### src/rtl/coin_change_dispenser.sv
// Coin/soda dispense sequencer.
// Queues vend transactions (change owed, in nickels) from the vending FSM and
// plays each one out on the physical mechanisms: one soda drop, then change
// paid greedily as dimes followed by at most one nickel. Every request is a
// req/ack handshake separated by a one-cycle all-low gap. A watchdog moves the
// block into a sticky FAULT state if a mechanism never acknowledges.
module coin_change_dispenser #(
    parameter int DEPTH   = 2,
    parameter int TIMEOUT = 1000
) (
    input  logic       clk_i,
    input  logic       reset_i,
    input  logic       vend_i,
    input  logic [2:0] change_i,
    input  logic       soda_ack_i,
    input  logic       coin_ack_i,
    output logic       soda_req_o,
    output logic       dime_req_o,
    output logic       nickel_req_o,
    output logic       busy_o,
    output logic       full_o,
    output logic       drop_o,
    output logic       fault_o
);

    localparam int PW = (DEPTH > 1) ? $clog2(DEPTH) : 1;
    localparam int CW = $clog2(DEPTH + 1);
    localparam int TW = $clog2(TIMEOUT);

    localparam logic [PW-1:0] LAST_PTR = PW'(DEPTH - 1);
    localparam logic [CW-1:0] DEPTH_C  = CW'(DEPTH);
    localparam logic [TW-1:0] WD_LAST  = TW'(TIMEOUT - 1);

    typedef enum logic [2:0] {
        S_IDLE,
        S_SODA,
        S_GAP,
        S_COIN,
        S_FAULT
    } state_t;

    state_t        r_state;
    state_t        w_state_nxt;
    logic [2:0]    r_rem;
    logic [2:0]    w_rem_nxt;
    logic [TW-1:0] r_wd;
    logic [TW-1:0] w_wd_nxt;

    logic [2:0]    r_mem [DEPTH];
    logic [PW-1:0] r_wptr;
    logic [PW-1:0] r_rptr;
    logic [CW-1:0] r_count;
    logic          r_drop;

    logic          w_pop;
    logic          w_push;
    logic [2:0]    w_head;

    assign w_head = r_mem[r_rptr];

    // A slot freed by a pop on the same edge may be reused by the incoming vend.
    assign w_push = vend_i && ((r_count != DEPTH_C) || w_pop);

    assign busy_o  = (r_state != S_IDLE) || (r_count != '0);
    assign full_o  = (r_count == DEPTH_C);
    assign fault_o = (r_state == S_FAULT);
    assign drop_o  = r_drop;

    // FIFO payload storage; contents are only meaningful below r_count.
    always_ff @(posedge clk_i) begin
        if (w_push) begin
            r_mem[r_wptr] <= change_i;
        end
    end

    // FIFO pointers, occupancy and the lost-vend pulse.
    always_ff @(posedge clk_i or posedge reset_i) begin
        if (reset_i) begin
            r_wptr  <= '0;
            r_rptr  <= '0;
            r_count <= '0;
            r_drop  <= 1'b0;
        end else begin
            r_drop <= vend_i && !w_push;
            if (w_push) begin
                r_wptr <= (r_wptr == LAST_PTR) ? '0 : r_wptr + PW'(1);
            end
            if (w_pop) begin
                r_rptr <= (r_rptr == LAST_PTR) ? '0 : r_rptr + PW'(1);
            end
            case ({w_push, w_pop})
                2'b10:   r_count <= r_count + CW'(1);
                2'b01:   r_count <= r_count - CW'(1);
                default: r_count <= r_count;
            endcase
        end
    end

    // Sequencer state, remaining change and watchdog registers.
    always_ff @(posedge clk_i or posedge reset_i) begin
        if (reset_i) begin
            r_state <= S_IDLE;
            r_rem   <= '0;
            r_wd    <= '0;
        end else begin
            r_state <= w_state_nxt;
            r_rem   <= w_rem_nxt;
            r_wd    <= w_wd_nxt;
        end
    end

    // Next-state logic and Moore request decode; acks only count in their own state.
    always_comb begin
        w_state_nxt  = r_state;
        w_rem_nxt    = r_rem;
        w_wd_nxt     = r_wd;
        w_pop        = 1'b0;
        soda_req_o   = 1'b0;
        dime_req_o   = 1'b0;
        nickel_req_o = 1'b0;
        case (r_state)
            S_IDLE: begin
                if (r_count != '0) begin
                    w_pop       = 1'b1;
                    w_rem_nxt   = w_head;
                    w_wd_nxt    = '0;
                    w_state_nxt = S_SODA;
                end
            end
            S_SODA: begin
                soda_req_o = 1'b1;
                if (soda_ack_i) begin
                    w_state_nxt = S_GAP;
                end else if (r_wd == WD_LAST) begin
                    w_state_nxt = S_FAULT;
                end else begin
                    w_wd_nxt = r_wd + TW'(1);
                end
            end
            S_GAP: begin
                if (r_rem == 3'd0) begin
                    w_state_nxt = S_IDLE;
                end else begin
                    w_wd_nxt    = '0;
                    w_state_nxt = S_COIN;
                end
            end
            S_COIN: begin
                dime_req_o   = (r_rem >= 3'd2);
                nickel_req_o = (r_rem == 3'd1);
                if (coin_ack_i) begin
                    w_rem_nxt   = r_rem - ((r_rem >= 3'd2) ? 3'd2 : 3'd1);
                    w_state_nxt = S_GAP;
                end else if (r_wd == WD_LAST) begin
                    w_state_nxt = S_FAULT;
                end else begin
                    w_wd_nxt = r_wd + TW'(1);
                end
            end
            S_FAULT: begin
                w_state_nxt = S_FAULT;
            end
            default: begin
                w_state_nxt = S_IDLE;
            end
        endcase
    end

endmodule

### config.mk
export PLATFORM = sky130hd
export DESIGN_NAME = coin_change_dispenser
export DESIGN_NICKNAME = d
export VERILOG_FILES = /design/src/rtl/coin_change_dispenser.sv
export SDC_FILE = /design/constraint.sdc
export NUM_CORES = 1
export LEC_CHECK = 0
export CAP_MARGIN = 40
export CORE_ASPECT_RATIO = 1.5
export CORE_UTILIZATION = 45
export CTS_BUF_LIST = sky130_fd_sc_hd__clkbuf_8
export DETAILED_ROUTE_END_ITERATION = 12
export HOLD_SLACK_MARGIN = 0.05
export PLACE_DENSITY = 0.69
export SETUP_SLACK_MARGIN = 0.3
export SYNTH_ARGS = -nofsm -noshare
export SYNTH_HDL_FRONTEND = slang
export SYNTH_SLANG_ARGS = --single-unit
### constraint.sdc
create_clock -name clk_i -period 2.25 [get_ports clk_i]
set_input_delay 0.225 -clock clk_i [delete_from_list [all_inputs] [get_ports clk_i]]
set_output_delay 0.225 -clock clk_i [all_outputs]
set_load 0.05 [all_outputs]
=== Word-level counts from Yosys, hierarchy flattened ===
Memories as Yosys holds them, arrays and structs flattened.
Cells that the tools add are included.

* Register bits: 21
* Bits in latches: 0
* RAM bits: 6
* Memory bits (read-only): 0
* Input port bits: 8
* Output and inout port bits: 7
* Memories: 1

* Add/subtract/negate cells: 6
* Multipliers: 0
* Divide/modulo/power cells: 0
* Magnitude comparators: 1
* Eq/ne operators: 15
* Shifts and indexed selects: 0
* Multiplexer cells: 26
* Bitwise operators: 0
* Reductions and logical operators: 14

{| class="wikitable"
|+ Memory list
! name !! depth !! bits a word !! read ports !! clocked after memory_dff !! wr ports !! line !! source
|-
| r_mem || 2 || 3 || 1 || 0 || 1 || 49 || <nowiki>logic [2:0] r_mem [DEPTH];</nowiki>
|}

{| class="wikitable"
|+ Operators by type and width
! operator !! count
|-
| $mux 10 || 5
|-
| $pmux 10 s4 || 1
|-
| $mux 3 || 6
|-
| $pmux 3 s5 || 1
|-
| $ne 2x2->1 const B || 6
|-
| $add 10x1->10 const B || 1
|-
| $eq 10x10->1 const B || 1
|-
| $mux 1 || 9
|-
| $eq 3x1->1 const B || 2
|-
| $eq 3x2->1 const B || 2
|-
| $logic_not 3->1 || 2
|-
| $pmux 3 s2 || 1
|-
| $reduce_bool 2->1 || 3
|-
| $reduce_and 5->1 || 1
|-
| $eq 2x2->1 const B || 2
|-
| $mux 2 || 2
|-
| $pmux 2 s2 || 1
|-
| $reduce_bool 4->1 || 1
|-
| $eq 3x3->1 const B || 1
|-
| $ge 3x2->1 const B || 1
|-
| $reduce_and 3->1 || 1
|-
| $reduce_bool 3->1 || 1
|-
| $sub 3x2->3 || 1
|-
| $add 1x1->1 const B || 2
|-
| other kinds (6) || 8
|}

=== Depth between registers and ports, before layout ===
* Depth in word-level cells: 7
* Gate-level depth with buffers: 7
* Depth with buffers taken out: 7

=== Worst setup path before layout ===
OpenSTA, ideal clock, no wires.

* Kind: register to output
* Start: reg r_state[0]
* End: out nickel_req_o
* Data arrival time: 2.434 ns
* Required time: 2.025 ns
* Setup slack: -0.409 ns
* Cell stages (with the launch flop): 5
* Buffers on the path: 2
* Cell sequence: dfrtp_1 buf_6 clkbuf_1 nand3b_1 nor4_1

* Cells in the longest elaborated chain, start to end: 2

{| class="wikitable"
|+ Ends and longest elaborated chain
! element !! line !! source
|-
| from (decl) || 42 || <nowiki>state_t r_state;</nowiki>
|-
| from (signal assigned) || 106 || <nowiki>r_state <= w_state_nxt;</nowiki>
|-
| $eq 3x2->1 || 121 || <nowiki>case (r_state)</nowiki>
|-
| $mux 1 || 121 ||
|-
| to (decl) || 19 || <nowiki>output logic nickel_req_o,</nowiki>
|}

No other way between the ends.

=== Worst setup path after layout ===
* Start: reg r_state[1]
* End: reg r_wd[0]

* Cells in the longest elaborated chain, start to end: 3

{| class="wikitable"
|+ Ends and longest elaborated chain
! element !! line !! source
|-
| $eq 3x2->1, or another cell as far along || 121 ||
|-
| $reduce_bool 4->1 (no line) / $ne 2x2->1 (equally long branches) || n/a ||
|-
| $reduce_and 5->1 (no line) || n/a ||
|-
| to (signal assigned) || 108 || <nowiki>r_wd <= w_wd_nxt;</nowiki>
|-
| to (decl) || 46 || <nowiki>logic [TW-1:0] r_wd;</nowiki>
|}

Parallel ways exist; a longest one is shown, timed or not.
A chain may end at the register's enable or synchronous reset.

==> impl_metrics.ini <==
[cells_and_area]
post-route-util = 0.566
areaGrowthSynthToFinish_pct = 19.8
mostFrequentLayoutCells = dfrtp_1 (21), nand2_1 (16), nor2_1 (14)
multi_input_area_sq_um = 736
layout.cell_area.non_filler_sq_um = 1770
final_nets = 180
num-fill-cells = 286
instances_no_fill = 208
final_common_cell = dfrtp_1
n_antenna_cell = 0
drive_above_1_share = 0.137
register_area_sq_um = 706

[synth]
muxShareOfSynthArea = 0.0652
synthesis.instances = 149
synth_edf_count = 6
synth_top_family_by_area = simple AND/OR/NAND/NOR gates
synthAdderAreaFrac = 0.0254
yosys_warnings = 0
synth_cell_types = 39
synthArstFlopShare = 0.778
synth_seq_area_share = 0.478
ys_seq_elements = 27
synth-simple-area-share = 0.228
synthFlopType = dfrtp_1
syn_area_sq_um = 1480
synth_xor_area_frac = 0.0178
synth-compound-area-share = 0.145
synth_nets = 160
syn_area_per_cell_sq_um = 9.92

[clocking]
cts_hold_buf = 0
cts_buffers = 3
cts_htree_levels = 1
clock_path_buffers = 2
cts_tree = yes
clock_sinks = 27
root_buffer = clkbuf_8
clkSlewWorstSetupHoldPaths_ns = 0.09
insertion_delay_ns = 0.27

[pwr]
p_leak_nw = 0.747
ir_drop_mv = 0.669
p_per_area_nw_per_um2 = 1250

[global_routing]
grt_antenna_before_repair = 0
overflow = 0
grt_max_degree = 22
grt_pass1_vias = 1139
grt_pass1_wl_um = 5110
track_usage = 0.187

[timing]
rsz0062_at_grt = false
final.setup.tns_ns = 0
fin_crit_sh = 0.827
fin_skew_ns = 0.00185
min_period_ns = 1.86
timing.fmax_ghz = 0.538
hold_viol = 0
layout_setup_ws_ns = 0.390
setup_viol = 0
drv_slew = 0
relSlewSlack = 0.655
worst_pin_slew_ns = 0.514

[placed_design]
pre_cts_ws_ns = 0.394
dp_cells = 201
dp_hpwl_um = 2250
dpl_cell_area_sq_um = 1700
place.gp.congestion = 0.863
portBuffers = 14

[setup_path]
cp_data_arrival_time_ns = 2.03
crit_type = reg2reg
critPathLaunch = r_state[1]
critical_path.reg2reg.startpoint = r_state[1]
endpoint_kind = flip-flop
crit_required_ns = 2.42
path_max_fanout = 11
start_kind = flip-flop

[die]
num_io_pins = 15
die_h_um = 72.2
core-area_sq_um = 3130
rows = 25
die-area_sq_um = 3520
initial_core_util = 0.472
die_x_um = 48.8

[hold_path]
min_path_type = in2async

[route]
ant_nets = 0
drt_iter0_drc = 16
dr.pass1.iters = 4
routedWlPerCell_um = 14.3
wirelength_um = 2970
routed_via_density = 5.63
vias = 1171
drcViolationCount = 0

[flow_run]
drv_cap = 0

[status]
outcome = complete, no violations
synth_stat cells, types with 2 or more instances:
library cell  number  area share
nor4_1             5       0.021
mux2i_1            7       0.047
a22o_1             3       0.018
inv_1              9       0.023
o22a_1             4       0.024
o31ai_1            2       0.010
xor2_1             2       0.012
nor2b_1            2      0.0085
nand4_1            2      0.0085
nor3_1             2      0.0068
nor2_1            14       0.036
o211ai_1           2       0.010
dfrtp_1           21        0.36
ha_1               3       0.025
or3_1              2      0.0085
nand3_1            8       0.027
a211o_1            2       0.012
nand2_1           16       0.041
a31o_2             2       0.012
edfxtp_1           6        0.12
nand2b_1           4       0.017
clkbuf_1           3      0.0076
and3_1             2      0.0085
o21ai_0            8       0.027
a21oi_1            4       0.014
cell families (layout without fill, tap and decap cells):
| family | count (synthesis) | in the layout |
|---|---|---|
| AO/OA/AOI/OAI | 29 | 29 |
| adder cells (fa/ha/maj) | 3 | 3 |
| flip-flops | 27 | 27 |
| buffers and inverters | 14 | 33 |
| multiplexers | 9 | 9 |
| XOR/XNOR | 3 | 3 |
| AND/OR/NAND/NOR | 64 | 64 |
metal layers:
layer / part of all wire / track usage
met2: 0.52 / 0.329
met1: 0.43 / 0.223
met3: 0.026 / 0.0294
met4: 0.021 / 0.0882
met5: 0 / 0
registers in the layout (all words and copies together), names as in the netlist:
signal and flops:
drop_o 1, r_count 2, r_mem 6, r_rem 3, r_rptr 1, r_state 3, r_wd 10, r_wptr 1
worst paths after layout:
check,depth (start not counted),slack [ns],to
max,4,0.39,r_wd[0]
max in group asynchronous,3,1.75,r_rem[2]
min in group clk_i,1,0.50,r_wptr
max reg2reg,4,0.39,r_wd[0]
min,3,0.29,drop_o
min reg2reg,1,0.50,r_wptr
worst max-delay path: stages, from the launching register on:
cell and delay [ns]:
dfrtp_1 0.58, nor2_2 0.09, a221o_1 0.45, a211o_4 0.38, mux2_4 0.27
through the flow:
stage	hold WS [ns]	power, W
after global routing	0.336	0.00236
after detailed placement	0.488	0.00189
after CTS	0.289	0.00216
after floorplan	0.202	0.00158
final	0.289	0.00221
after global placement	0.476	0.00185
layout make-up:
type | instances | area share
Timing Repair Buffer | 20 | 0.112
Clock buffer | 3 | 0.0233
Clock inverter | 1 | 0.00283
Sequential cell | 27 | 0.399
Inverter | 9 | 0.0191
Multi-Input combinational cell | 108 | 0.416
Tap cell | 40 | 0.0283
where the power goes:
part | leakage (nW) | total [W] | internal [W] | switching, W
registers | 0.322 | 0.000832 | 0.000650 | 0.000182
logic | 0.399 | 0.00110 | 0.000495 | 0.000602
clock network | 0.0255 | 0.000278 | 0.000124 | 0.000154
repair_timing:
| item | 4_1_cts | 5_1_grt |
|---|---|---|
| pin swaps | 0 | 2 |
| endpoints found under the setup margin | 3 | 7 |
| buffers inserted | 0 | 3 |
| gates resized for setup | 3 | 1 |
Note: power is estimated with default switching activity, not from simulation.
